<file path="src/rtl/mem_arbiter.sv">
// mem_arbiter: shares one memory port between an instruction-fetch port and a
// data port. Data wins by default; a starve counter hands the slot to fetch
// after STARVE_MAX consecutive data grants. A busy counter aborts a stuck
// access after TIMEOUT_MAX busy cycles and reports it through bus_err.
module mem_arbiter #(
    parameter int DATA_LEN    = 32,
    parameter int STARVE_MAX  = 4,
    parameter int TIMEOUT_MAX = 255
) (
    input  logic                clk,
    input  logic                reset,
    input  logic                if_req,
    input  logic [DATA_LEN-1:0] if_addr,
    output logic                if_gnt,
    output logic                if_rvalid,
    output logic [DATA_LEN-1:0] if_rdata,
    input  logic                dm_req,
    input  logic                dm_we,
    input  logic [2:0]          dm_mem_fn,
    input  logic [DATA_LEN-1:0] dm_addr,
    input  logic [DATA_LEN-1:0] dm_wdata,
    output logic                dm_gnt,
    output logic                dm_rvalid,
    output logic [DATA_LEN-1:0] dm_rdata,
    output logic                mem_req,
    output logic                mem_we,
    output logic [2:0]          mem_fn,
    output logic [DATA_LEN-1:0] mem_addr,
    output logic [DATA_LEN-1:0] mem_wdata,
    input  logic                mem_ack,
    input  logic [DATA_LEN-1:0] mem_rdata,
    output logic                bus_err
);

    localparam int SW = $clog2(STARVE_MAX + 1);
    localparam int TW = $clog2(TIMEOUT_MAX + 1);

    typedef enum logic [1:0] {
        IDLE    = 2'd0,
        BUSY_IF = 2'd1,
        BUSY_DM = 2'd2
    } state_t;

    state_t        state_r, state_nx;
    logic [SW-1:0] starve_r;
    logic [TW-1:0] busy_cnt_r;
    logic          dm_win_s, if_win_s, done_s, timeout_s;
    logic          if_rvalid_r, dm_rvalid_r, bus_err_r;

    // Arbitration: only in IDLE and never while reset is asserted.
    always_comb begin
        dm_win_s = 1'b0;
        if_win_s = 1'b0;
        if (reset && (state_r == IDLE)) begin
            if (dm_req && !(if_req && (starve_r == SW'(STARVE_MAX)))) begin
                dm_win_s = 1'b1;
            end else if (if_req) begin
                if_win_s = 1'b1;
            end else begin
                dm_win_s = 1'b0;
            end
        end else begin
            dm_win_s = 1'b0;
        end
    end

    // Next-state logic; ack beats timeout when both land in the same cycle.
    always_comb begin
        state_nx  = state_r;
        done_s    = 1'b0;
        timeout_s = 1'b0;
        case (state_r)
            IDLE: begin
                if (dm_win_s) begin
                    state_nx = BUSY_DM;
                end else if (if_win_s) begin
                    state_nx = BUSY_IF;
                end else begin
                    state_nx = IDLE;
                end
            end
            BUSY_IF, BUSY_DM: begin
                if (mem_ack) begin
                    done_s   = 1'b1;
                    state_nx = IDLE;
                end else if (busy_cnt_r == TW'(TIMEOUT_MAX - 1)) begin
                    timeout_s = 1'b1;
                    state_nx  = IDLE;
                end else begin
                    state_nx = state_r;
                end
            end
            default: state_nx = IDLE;
        endcase
    end

    // State register.
    always_ff @(posedge clk or negedge reset) begin
        if (!reset) state_r <= IDLE;
        else        state_r <= state_nx;
    end

    // Busy counter: number of BUSY cycles already spent on the current access.
    always_ff @(posedge clk or negedge reset) begin
        if (!reset) begin
            busy_cnt_r <= '0;
        end else if ((state_r == IDLE) || done_s || timeout_s) begin
            busy_cnt_r <= '0;
        end else begin
            busy_cnt_r <= busy_cnt_r + TW'(1);
        end
    end

    // Starve counter: data grants in a row while fetch keeps asking.
    always_ff @(posedge clk or negedge reset) begin
        if (!reset) begin
            starve_r <= '0;
        end else if (!if_req || if_win_s) begin
            starve_r <= '0;
        end else if (dm_win_s && (starve_r != SW'(STARVE_MAX))) begin
            starve_r <= starve_r + SW'(1);
        end else begin
            starve_r <= starve_r;
        end
    end

    // Latch the winner's attributes; fetch is always a plain read.
    always_ff @(posedge clk or negedge reset) begin
        if (!reset) begin
            mem_we    <= 1'b0;
            mem_fn    <= 3'd0;
            mem_addr  <= '0;
            mem_wdata <= '0;
        end else if (dm_win_s) begin
            mem_we    <= dm_we;
            mem_fn    <= dm_mem_fn;
            mem_addr  <= dm_addr;
            mem_wdata <= dm_wdata;
        end else if (if_win_s) begin
            mem_we    <= 1'b0;
            mem_fn    <= 3'd0;
            mem_addr  <= if_addr;
            mem_wdata <= '0;
        end else begin
            mem_we    <= mem_we;
        end
    end

    // Response pulses one cycle after completion or timeout.
    always_ff @(posedge clk or negedge reset) begin
        if (!reset) begin
            if_rvalid_r <= 1'b0;
            dm_rvalid_r <= 1'b0;
            bus_err_r   <= 1'b0;
        end else begin
            if_rvalid_r <= (state_r == BUSY_IF) && (done_s || timeout_s);
            dm_rvalid_r <= (state_r == BUSY_DM) && (done_s || timeout_s);
            bus_err_r   <= timeout_s;
        end
    end

    // Read data holds until the owning port's next response.
    always_ff @(posedge clk or negedge reset) begin
        if (!reset) begin
            if_rdata <= '0;
            dm_rdata <= '0;
        end else if (state_r == BUSY_IF) begin
            if (done_s)         if_rdata <= mem_rdata;
            else if (timeout_s) if_rdata <= '0;
            else                if_rdata <= if_rdata;
        end else if (state_r == BUSY_DM) begin
            if (done_s)         dm_rdata <= mem_we ? '0 : mem_rdata;
            else if (timeout_s) dm_rdata <= '0;
            else                dm_rdata <= dm_rdata;
        end else begin
            if_rdata <= if_rdata;
        end
    end

    assign if_gnt    = if_win_s;
    assign dm_gnt    = dm_win_s;
    assign mem_req   = (state_r != IDLE);
    assign if_rvalid = if_rvalid_r;
    assign dm_rvalid = dm_rvalid_r;
    assign bus_err   = bus_err_r;

endmodule

</file>
<file path="config.mk">
export PLATFORM = sky130hd
export DESIGN_NAME = mem_arbiter
export DESIGN_NICKNAME = d
export VERILOG_FILES = /design/src/rtl/mem_arbiter.sv
export SDC_FILE = /design/constraint.sdc
export NUM_CORES = 1
export LEC_CHECK = 0
export CORE_ASPECT_RATIO = 0.9
export CORE_MARGIN = 1
export CORE_UTILIZATION = 40
export CTS_BUF_LIST = sky130_fd_sc_hd__clkbuf_8 sky130_fd_sc_hd__clkbuf_16
export CTS_CLUSTER_SIZE = 24
export DETAILED_ROUTE_END_ITERATION = 8
export DONT_BUFFER_PORTS = 1
export SLEW_MARGIN = 20
export SYNTH_ARGS = -nofsm -noshare
export SYNTH_HDL_FRONTEND = slang
export SYNTH_SLANG_ARGS = --single-unit
</file>
<file path="constraint.sdc">
create_clock -name clk -period 4.8 [get_ports clk]
set_clock_uncertainty 0.2 [all_clocks]
set_input_delay 0.48 -clock clk [delete_from_list [all_inputs] [get_ports clk]]
set_output_delay 0.48 -clock clk [all_outputs]
set_load 0.1 [all_outputs]
</file>
Yosys cells after proc, flatten, opt, wreduce, memory -nomap -nowiden --
Index checks and enable logic that the tools add are counted.
Word-level totals: flip-flop bits (word level) 148, word-level logic and storage cells 71, output and inout port bits 138, input port bits 137
Cells by class: bitwise logic cells 1, reduce and logical (&&, ||, !) cells 20, equal/unequal tests 6, mux-type cells 30, add/sub/neg operators 2
Operator list (number):
- two-way mux 32 bit | 8
- two-way mux 1 bit | 13
- two-way mux 3 bit | 4
- adder 8 x 1 -> 8 bit (second input constant) | 1
- equality test 8 bit (second input constant) | 1
- two-way mux 8 bit | 1
- nonzero test 2 bit | 4
- logical AND 1 bit | 6
- two-way mux 2 bit | 3
- != test 3 bit (second input constant) | 2
- logical OR 1 bit | 4
- case mux 2 bit (2 select lines) | 1
- adder 3 x 1 -> 3 bit (second input constant) | 1
- equality test 3 bit (second input constant) | 1
- AND reduction 3 bit | 1
- equality test 2 x 1 -> 1 bit (second input constant) | 1
- equality test 2 bit (second input constant) | 1
- logical NOT 1 bit | 2
- logical NOT 2 bit | 1
- AND reduction 2 bit | 1
- OR reduction 2 bit | 1
- NOT 1 bit | 1

Longest topological paths before layout --
Gate-level depths: netlist of the first run.
word-level depth 9, gate-level depth with buffers 8, gate-level depth less buffers 6

Worst setup path before layout of the first run --
No wires, ideal clock.
kind register to output, start register state_r[0], end output port if_gnt, stages on the path, launching flop included 7, arrival time 1.751 ns, required time 4.120 ns, path slack 2.369 ns, path buffers 1, cells stage by stage dfrtp_1 > inv_1 > ha_1 > and2_1 > nand3_2 > buf_2 > inv_1
Between the ends: longest elaborated chain between the ends 3
Ends and longest elaborated chain:
- from (decl) | RTL line 44 | state_t state_r, state_nx;
- from (signal assigned) | RTL line 100 | else state_r <= state_nx;
- logical NOT 2 bit | RTL line 54 | if (reset && (state_r == IDLE)) begin
- logical AND 1 bit | RTL line 54
- two-way mux 1 bit | RTL line 54
- to (decl) | RTL line 14 | output logic if_gnt,
No other way between the ends.

Worst setup path in the final report of the first run --
Ends and elaborated chain as after synthesis.

==> results of run 1 <==
[path summary, 6_finish.rpt]
check	startpoint	cells past startpoint	to	slack, ns
min reg2reg	busy_cnt_r[0]$_DFF_PN0_	1	busy_cnt_r[0]$_DFF_PN0_	0.30
min	mem_rdata[2]	2	if_rdata[2]$_DFFE_PN0P_	0.02
max	state_r[0]$_DFFE_PN0P_	5	if_gnt	1.26
max in group asynchronous	reset	2	if_rdata[28]$_DFFE_PN0P_	3.25
min in group asynchronous	reset	2	if_rdata[10]$_DFFE_PN0P_	0.46
max reg2reg	state_r[1]$_DFFE_PN0P_	7	dm_rdata[17]$_DFFE_PN0P_	2.14
[where the power goes]
part / internal, mW / switching (mW) / total, mW
clock: 0.935 / 0.514 / 1.45
sequential: 1.36 / 1.11 / 2.47
combinational: 0.203 / 0.224 / 0.427
[state kept, by name (all words and copies together), names as in the netlist]
register	count
mem_fn	3
if_rdata	32
dm_rdata	32
mem_addr	32
dm_rvalid	1
state_r	2
if_rvalid	1
mem_we	1
starve_r	3
mem_wdata	32
bus_err	1
busy_cnt_r	8
[kinds of logic after synthesis]
logic type,synth area share (%)
buffers and inverters,8.23
and+or+nand+nor,6.21
xor gates and xnor gates,0.408
DFF,57.4
adders and majority gates,1.36
AOI/OAI and AO/OA,26.1
muxes,0.310
[final cells by class]
type | instances | area (sq um) | share of cell area, %
clock buffers | 18 | 439 | 5.72
clock inverters | 13 | 208 | 2.71
inverters | 74 | 283 | 3.69
multi-input cells | 290 | 2230 | 29.1
flip-flops and latches | 148 | 3700 | 48.3
well taps | 202 | 253 | 3.29
repair buffers | 55 | 551 | 7.18
[synthesized netlist by cell type, drive strengths merged]
cell type,number
a21bo,1
a21boi,1
a21oi,3
a22o,36
a2bb2oi,33
a311oi,1
a31o,1
a32oi,32
and2,3
and3,1
and4b,1
buf,27
clkbuf,15
dfrtp,148
ha,7
inv,74
mux2i,2
nand2,4
nand2b,28
nand3,7
nand4,2
nor2,6
nor2b,2
nor3b,2
o211ai,2
o21a,1
o21ai,69
o221a,32
o31ai,1
or2b,5
or3,2
or3b,1
or4,1
xnor2,1
xor2,2
[stage by stage]
stage | setup slack, ns | power (mW) | cells
after detailed placement | 1.66 | 2.86 | 721
after floorplan | 2.37 | 2.78 | 554
after global placement | 1.79 | 2.85 | 721
final | 1.26 | 4.35 | 800
after CTS | 1.20 | 4.37 | 787
after global routing | 1.06 | 4.51 | 800
[metal layers]
metal  routed length [microns]  global-route usage [%]  up-vias  part of all wire, %
li1                          -                       -     2079                    -
met1                      6840                    24.8     2304                   41
met2                      8350                    32.0      186                   50
met3                      1350                    6.61       10                  8.1
met4                       148                    6.11        0                 0.89
met5                         0                       0        -                    0
[what timing repair did]
action | in CTS | in global routing
setup buffers | 0 | 0
hold buffers | 35 | 13
hold endpoints to repair | 183 | 13
==> results.py, run 1 <==
metrics = {
    "run_status": {
        "status": "finished, final reports clean",
    },
    "worst_setup_path": {
        "cp_common_cell": "inv_1",
        "critPathMaxFanout": 34,
        "cp.required_ns": 4.12,
        "critical_path_buf_inv_count": 2,
        "path_cells": "inv_1 > ha_1 > and2_1 > nand3_2 > inv_1",
        "cp-start-kind": "register",
        "worstPathArrival_ns": 2.86,
        "crit_family": "buffers and inverters",
        "crit_path_end_kind": "output pin",
        "critPathMaxStageDelay_ns": 0.90,
        "worstSetupPathType": "register to output pin",
        "slowest_stage": "inv_1",
    },
    "sta": {
        "slew_violations": 0,
        "min_period_over_period_pct": 73.8,
        "min_period_ns": 3.54,
        "rsz0062_at_grt": "no",
        "max-slew-margin-rel_pct": 29.4,
        "tightestPinTransition_ns": 1.06,
        "hold_ws_ns": 0.0188,
        "finalSetupTns_ns": 0,
        "finalHoldViolations": 0,
        "setup_viol": 0,
        "timing.fmax_ghz": 0.282,
    },
    "final_layout": {
        "synthToLayoutAreaGrowth_pct": 19.0,
        "n_fill_cell": 1358,
        "nNetsFinal": 730,
        "layout_commonest_cell": "dfrtp_1",
        "fin_util_pct": 49.2,
        "final_cell_mix": "148 x dfrtp_1, 75 x inv_1, 47 x dlygate4sd3_1",
        "drive_gt1_share_pct": 7.86,
        "insertedDiodeCount": 0,
        "design_area_sq_um": 7670,
    },
    "global_route": {
        "antenna_found_initial": 0,
        "grt_usage_pct": 19.7,
        "grt_overflow": 0,
        "grt_max_degree": 149,
        "grt_pass1_wl_microns": 24900,
        "grt_pass1_vias": 4593,
    },
    "synthesis": {
        "syn_avg_cell_area_sq_um": 11.6,
        "synth_warnings": 0,
        "synth_largest_area_cell": "dfrtp_1",
        "mappedNetlistArea_sq_um": 6450,
        "yosys-top-cells-area": "dfrtp_1 57%, o221a_1 5.1%, a22o_1 4.9%",
        "ys_seq_area_share_pct": 57.4,
        "synth.distinct_cells": 42,
        "synth_seq_cells": 148,
        "syn_inst": 554,
        "synth_top_cell_area_share_pct": 57.4,
        "syn-num-nets": 698,
    },
    "pwr": {
        "cellPowerDensity_nw_per_um2": 567,
        "p_leak_nw": 3.53,
        "vdd_drop_max_mv": 0.382,
    },
    "place": {
        "dp_hpwl_microns": 11100,
        "port_buffers": 0,
        "placed_cell_area_sq_um": 6530,
        "gp_congestion": 0.799,
    },
    "clocking": {
        "cts_resized": 0,
        "root_buffer": "clkbuf_16",
        "clock_sinks": 148,
        "clockBufferDepth": 2,
        "cts_made_buffers": 17,
        "cts_tree": "done",
        "htree_levels": 4,
        "clk_latency_ns": 0.41,
        "clk_pin_slew_ns": 0.06,
    },
    "detailed_routing": {
        "ant_nets": 0,
        "drc": 0,
        "vias_per_cell": 5.72,
        "wire_per_inst_microns": 20.9,
        "dr.pass1.iters": 4,
        "via_count": 4579,
        "dr.first_iter.drc_count": 257,
        "routed_wl_microns": 16700,
    },
    "die": {
        "dieArea_sq_um": 16600,
        "die_y_microns": 122,
        "start_util_pct": 41.3,
        "std_cell_rows": 43,
        "io_pins": 275,
        "core_sq_um": 15600,
        "die_w_microns": 136,
    },
    "run": {
        "maxCapViolations": 0,
    },
    "hold_path": {
        "worstHoldPathType": "input pin to register",
    },
}
Note: power is estimated with default switching activity, not from simulation.
==> inputs of run 2 (changes only) <==
==> constraint.sdc (replaced) <==
create_clock -name clk -period 3.51 [get_ports clk]
set_clock_uncertainty 0.2 [all_clocks]
set_input_delay 0.351 -clock clk [delete_from_list [all_inputs] [get_ports clk]]
set_output_delay 0.351 -clock clk [all_outputs]
set_load 0.1 [all_outputs]
==> results.py, run 2 (synthesized netlist as in run 1, its figures left out) <==
metrics = {
    "die": {
        "start_util_pct": 41.3,
        "core_sq_um": 15600,
        "die_y_microns": 122,
        "dieArea_sq_um": 16600,
        "io_pins": 275,
        "die_w_microns": 136,
        "std_cell_rows": 43,
    },
    "pwr": {
        "cellPowerDensity_nw_per_um2": 698,
        "vdd_drop_max_mv": 0.450,
        "p_switching_mw": 2.57,
        "p_comb_share_pct": 12.8,
        "p_leak_nw": 3.86,
        "clkPwrFrac_pct": 30.3,
        "seq_power_share_pct": 56.9,
        "p_int_mw": 3.36,
        "switching_share_pct": 43.4,
    },
    "run_status": {
        "violations": "negative hold slack",
        "status": "finished, violations left",
    },
    "worst_setup_path": {
        "critPathMaxFanout": 45,
        "cp-start-kind": "register",
        "worstPathArrival_ns": 2.93,
        "worstSetupPathType": "register to register",
        "crit_path_end_kind": "register",
        "cp.required_ns": 3.62,
    },
    "final_layout": {
        "final_cells": 891,
        "drive_gt1_share_pct": 7.69,
        "n_fill_cell": 1332,
        "insertedDiodeCount": 0,
        "final_cell_mix": "148 x dfrtp_1, 134 x dlygate4sd3_1, 73 x inv_1",
        "synthToLayoutAreaGrowth_pct": 31.7,
        "nNetsFinal": 821,
        "layout_commonest_cell": "dfrtp_1",
    },
    "global_route": {
        "grt_overflow": 0,
        "use_met3_pct": 7.81,
        "grt_pass1_wl_microns": 27300,
        "met2_usage_pct": 35.4,
        "grt_usage_pct": 21.6,
        "antenna_found_initial": 0,
        "globalRouteMet1Util_pct": 25.6,
        "grt_pass1_vias": 5031,
        "busiest_layer": "met2",
        "grt_max_degree": 154,
    },
    "clocking": {
        "clk_latency_ns": 0.42,
        "postCtsHoldBufs": 134,
        "cts_tree": "done",
        "clockBufferDepth": 2,
        "htree_levels": 4,
        "clk_pin_slew_ns": 0.06,
        "cts_resized": 0,
        "clock_sinks": 148,
        "post_cts_buffers": 0,
        "cts_made_buffers": 17,
        "root_buffer": "clkbuf_16",
    },
    "sta": {
        "max-slew-margin-rel_pct": 31.7,
        "min_period_over_period_pct": 80.3,
        "slew_violations": 0,
        "min_period_ns": 2.82,
        "finalSetupTns_ns": 0,
        "rsz0062_at_grt": "no",
        "tightestPinTransition_ns": 1.02,
        "timing.fmax_ghz": 0.355,
        "hold_ws_ns": -0.566,
        "finalHoldViolations": 148,
        "setup_viol": 0,
    },
    "place": {
        "dp_hpwl_microns": 11300,
        "dp.cells": 726,
        "port_buffers": 0,
        "gp_congestion": 0.765,
    },
    "run": {
        "maxCapViolations": 0,
    },
    "detailed_routing": {
        "dr.pass1.iters": 4,
        "drc": 0,
        "dr.first_iter.drc_count": 285,
        "vias_per_cell": 5.58,
        "wire_per_inst_microns": 20.1,
        "routed_wl_microns": 17900,
        "via_count": 4968,
        "ant_nets": 0,
    },
    "hold_path": {
        "worstHoldPathType": "input pin to async pin",
    },
}
run 2: path summary, 6_finish.rpt:
kind,from,to,slack [ns],cells after the start
min reg2reg,busy_cnt_r[0]$_DFF_PN0_,busy_cnt_r[0]$_DFF_PN0_,0.32,1
max in group asynchronous,reset,mem_wdata[29]$_DFFE_PN0P_,3.46,0
max,state_r[0]$_DFFE_PN0P_,mem_addr[10]$_DFFE_PN0P_,0.69,7
max reg2reg,state_r[0]$_DFFE_PN0P_,mem_addr[10]$_DFFE_PN0P_,0.69,7
min in group clk,dm_req,starve_r[2]$_DFFE_PN0P_,0.08,3
min,reset,if_rdata[10]$_DFFE_PN0P_,-0.57,0
run 2: layout make-up:
class                   instances  area (sq um)  share of cell area, %
inverters                      74           283                   3.33
clock inverters                13           148                   1.74
repair buffers                146          1430                   16.9
well taps                     202           253                   2.98
clock buffers                  18           439                   5.17
multi-input cells             290          2230                   26.3
flip-flops and latches        148          3700                   43.6
run 2: metal layers:
layer | vias up | wire [microns]
li1 | 2271 | -
met1 | 2452 | 7210
met2 | 212 | 8720
met3 | 33 | 1480
met4 | 0 | 468
met5 | - | 0
run 2: power by group through the flow:
stage	Clock, mW	Combinational [mW]	Sequential (mW)
2_1_floorplan	0	0.443	3.35
3_3_place_gp	0	0.509	3.40
3_5_place_dp	0	0.531	3.40
4_1_cts	1.84	0.749	3.37
5_1_grt	1.92	0.831	3.39
6_report	1.80	0.759	3.37
run 2: through the flow:
step / util (%) / hold WS, ns / cell area (sq um) / setup slack (ns) / power [mW]
3_5_place_dp: 42.1 / -0.140 / 6560 / 1.23 / 3.93
3_3_place_gp: 42.1 / -0.141 / 6560 / 1.24 / 3.91
4_1_cts: 54.4 / -0.590 / 8490 / 0.680 / 5.96
5_1_grt: 54.4 / -0.596 / 8490 / 0.551 / 6.14
6_report: 54.4 / -0.566 / 8490 / 0.691 / 5.93
2_1_floorplan: - / -0.145 / 6450 / 1.21 / 3.80
run 2: worst max-delay path, cell delays in order (launching register included):
cell	delay, ns
dfrtp_1	0.35
inv_1	0.07
ha_1	0.28
o211ai_4	0.32
buf_4	0.52
or2b_1	0.28
o221a_1	0.12
dlygate4sd3_1	0.56
==> inputs of run 3 (changes only) <==
==> constraint.sdc (replaced) <==
create_clock -name clk -period 2.85 [get_ports clk]
set_clock_uncertainty 0.2 [all_clocks]
set_input_delay 0.285 -clock clk [delete_from_list [all_inputs] [get_ports clk]]
set_output_delay 0.285 -clock clk [all_outputs]
set_load 0.1 [all_outputs]
==> results.py, run 3 (synthesized netlist as in run 1, its figures left out) <==
metrics = {
    "run_status": {
        "status": "finished, violations left",
        "violations": "negative hold slack",
    },
    "run": {
        "maxCapViolations": 0,
    },
    "worst_setup_path": {
        "crit_family": "buffers and inverters",
        "critPathMaxFanout": 19,
        "cp.required_ns": 2.94,
        "worstPathArrival_ns": 2.78,
        "slowest_stage": "dlygate4sd3_1",
        "worstSetupPathType": "register to register",
        "critical_path_buf_inv_count": 3,
        "crit_path_end_kind": "register",
        "path_cells": "inv_1 > ha_1 > nand3_1 > a31o_4 > buf_4 > o221a_1 > dlygate4sd3_1",
        "critPathMaxStageDelay_ns": 0.57,
        "cp-start-kind": "register",
    },
    "sta": {
        "setup_viol": 0,
        "timing.fmax_ghz": 0.372,
        "tightestPinTransition_ns": 1.01,
        "min_period_ns": 2.69,
        "finalSetupTns_ns": 0,
        "slew_violations": 0,
        "finalHoldViolations": 148,
        "min_period_over_period_pct": 94.4,
        "hold_ws_ns": -0.637,
        "max-slew-margin-rel_pct": 32.8,
        "rsz0062_at_grt": "no",
    },
    "final_layout": {
        "n_fill_cell": 1258,
        "synthToLayoutAreaGrowth_pct": 40.5,
        "fin_util_pct": 58.1,
        "drive_gt1_share_pct": 15.6,
        "nNetsFinal": 888,
        "insertedDiodeCount": 0,
        "layout_commonest_cell": "dfrtp_1",
        "design_area_sq_um": 9060,
        "final_cell_mix": "148 x dfrtp_1, 137 x dlygate4sd3_1, 74 x inv_1, 74 x buf_4, 41 x o21ai_1",
    },
    "place": {
        "placed_cell_area_sq_um": 7070,
        "port_buffers": 0,
        "dp_hpwl_microns": 11700,
        "gp_congestion": 0.783,
    },
    "die": {
        "core_sq_um": 15600,
        "dieArea_sq_um": 16600,
        "start_util_pct": 41.3,
        "die_y_microns": 122,
        "io_pins": 275,
        "std_cell_rows": 43,
        "die_w_microns": 136,
    },
    "detailed_routing": {
        "wire_per_inst_microns": 19.6,
        "ant_nets": 0,
        "dr.first_iter.drc_count": 313,
        "drc": 0,
        "vias_per_cell": 5.53,
        "routed_wl_microns": 18800,
        "dr.pass1.iters": 4,
        "via_count": 5300,
    },
    "global_route": {
        "grt_max_degree": 154,
        "grt_pass1_wl_microns": 28800,
        "grt_pass1_vias": 5531,
        "antenna_found_initial": 0,
        "grt_usage_pct": 22.6,
        "grt_overflow": 0,
    },
    "clocking": {
        "clockBufferDepth": 2,
        "cts_tree": "done",
        "clock_sinks": 148,
        "clk_pin_slew_ns": 0.06,
        "htree_levels": 4,
        "postCtsHoldBufs": 137,
        "cts_made_buffers": 17,
        "root_buffer": "clkbuf_16",
        "clk_latency_ns": 0.41,
    },
    "pwr": {
        "power.total_mw": 7.53,
        "cellPowerDensity_nw_per_um2": 832,
        "vdd_drop_max_mv": 0.482,
        "p_leak_nw": 4.18,
    },
    "hold_path": {
        "worstHoldPathType": "input pin to async pin",
    },
}
-- run 3: changes by cell type in the layout (fill, tap and decap cells not counted), sizes merged --
cell / change
bufinv: +1
dlygate4sd3: +3
buf: +64
clkinv: +1
inv: -1
-- run 3: timing repair --
item	CTS	global route
resized for setup	4	1
setup buffers	0	0
hold endpoints to repair	286	148
setup endpoints to repair	1	15
-- run 3: routing by layer --
| layer | global-route usage (%) | up-vias | share of wire, % |
|---|---|---|---|
| li1 | - | 2405 | - |
| met1 | 26.6 | 2672 | 41 |
| met2 | 39.1 | 198 | 51 |
| met3 | 6.40 | 25 | 6.8 |
| met4 | 8.01 | 0 | 1.8 |
| met5 | 0 | - | 0 |
-- run 3: path summary, 6_finish.rpt --
| check | from | endpoint | slack (ns) | cells after the start |
|---|---|---|---|---|
| max in group asynchronous | reset | if_rdata[26]$_DFFE_PN0P_ | 2.77 | 0 |
| min in group clk | mem_ack | busy_cnt_r[1]$_DFF_PN0_ | 0.05 | 3 |
| worst max register to register | state_r[0]$_DFFE_PN0P_ | mem_addr[6]$_DFFE_PN0P_ | 0.16 | 7 |
| worst min-delay path | reset | if_rdata[10]$_DFFE_PN0P_ | -0.64 | 0 |
| worst max-delay path | state_r[0]$_DFFE_PN0P_ | mem_addr[6]$_DFFE_PN0P_ | 0.16 | 7 |
| worst min register to register | busy_cnt_r[0]$_DFF_PN0_ | busy_cnt_r[0]$_DFF_PN0_ | 0.32 | 1 |
-- run 3: where the power goes --
group          switching, mW  internal, mW
clock                  0.904          1.32
combinational           1.34         0.679
sequential             0.981          2.31
total                   3.22          4.31
-- run 3: per-stage QoR --
| stage | cells | worst slack [ns] |
|---|---|---|
| 6_report | 959 | 0.159 |
| 5_1_grt | 959 | 0.0390 |
| 4_1_cts | 959 | 0.0611 |
| 3_5_place_dp | 790 | 0.237 |
| 3_3_place_gp | 790 | 0.355 |
| 2_1_floorplan | 554 | 0.614 |
-- run 3: final cells by class --
cell class / instances / area (sq um) / share of cell area (%)
flip-flops and latches: 148 / 3700 / 40.9
multi-input cells: 290 / 2240 / 24.8
repair buffers: 213 / 1970 / 21.7
clock buffers: 18 / 439 / 4.85
inverters: 74 / 304 / 3.36
well taps: 202 / 253 / 2.79
clock inverters: 14 / 151 / 1.67
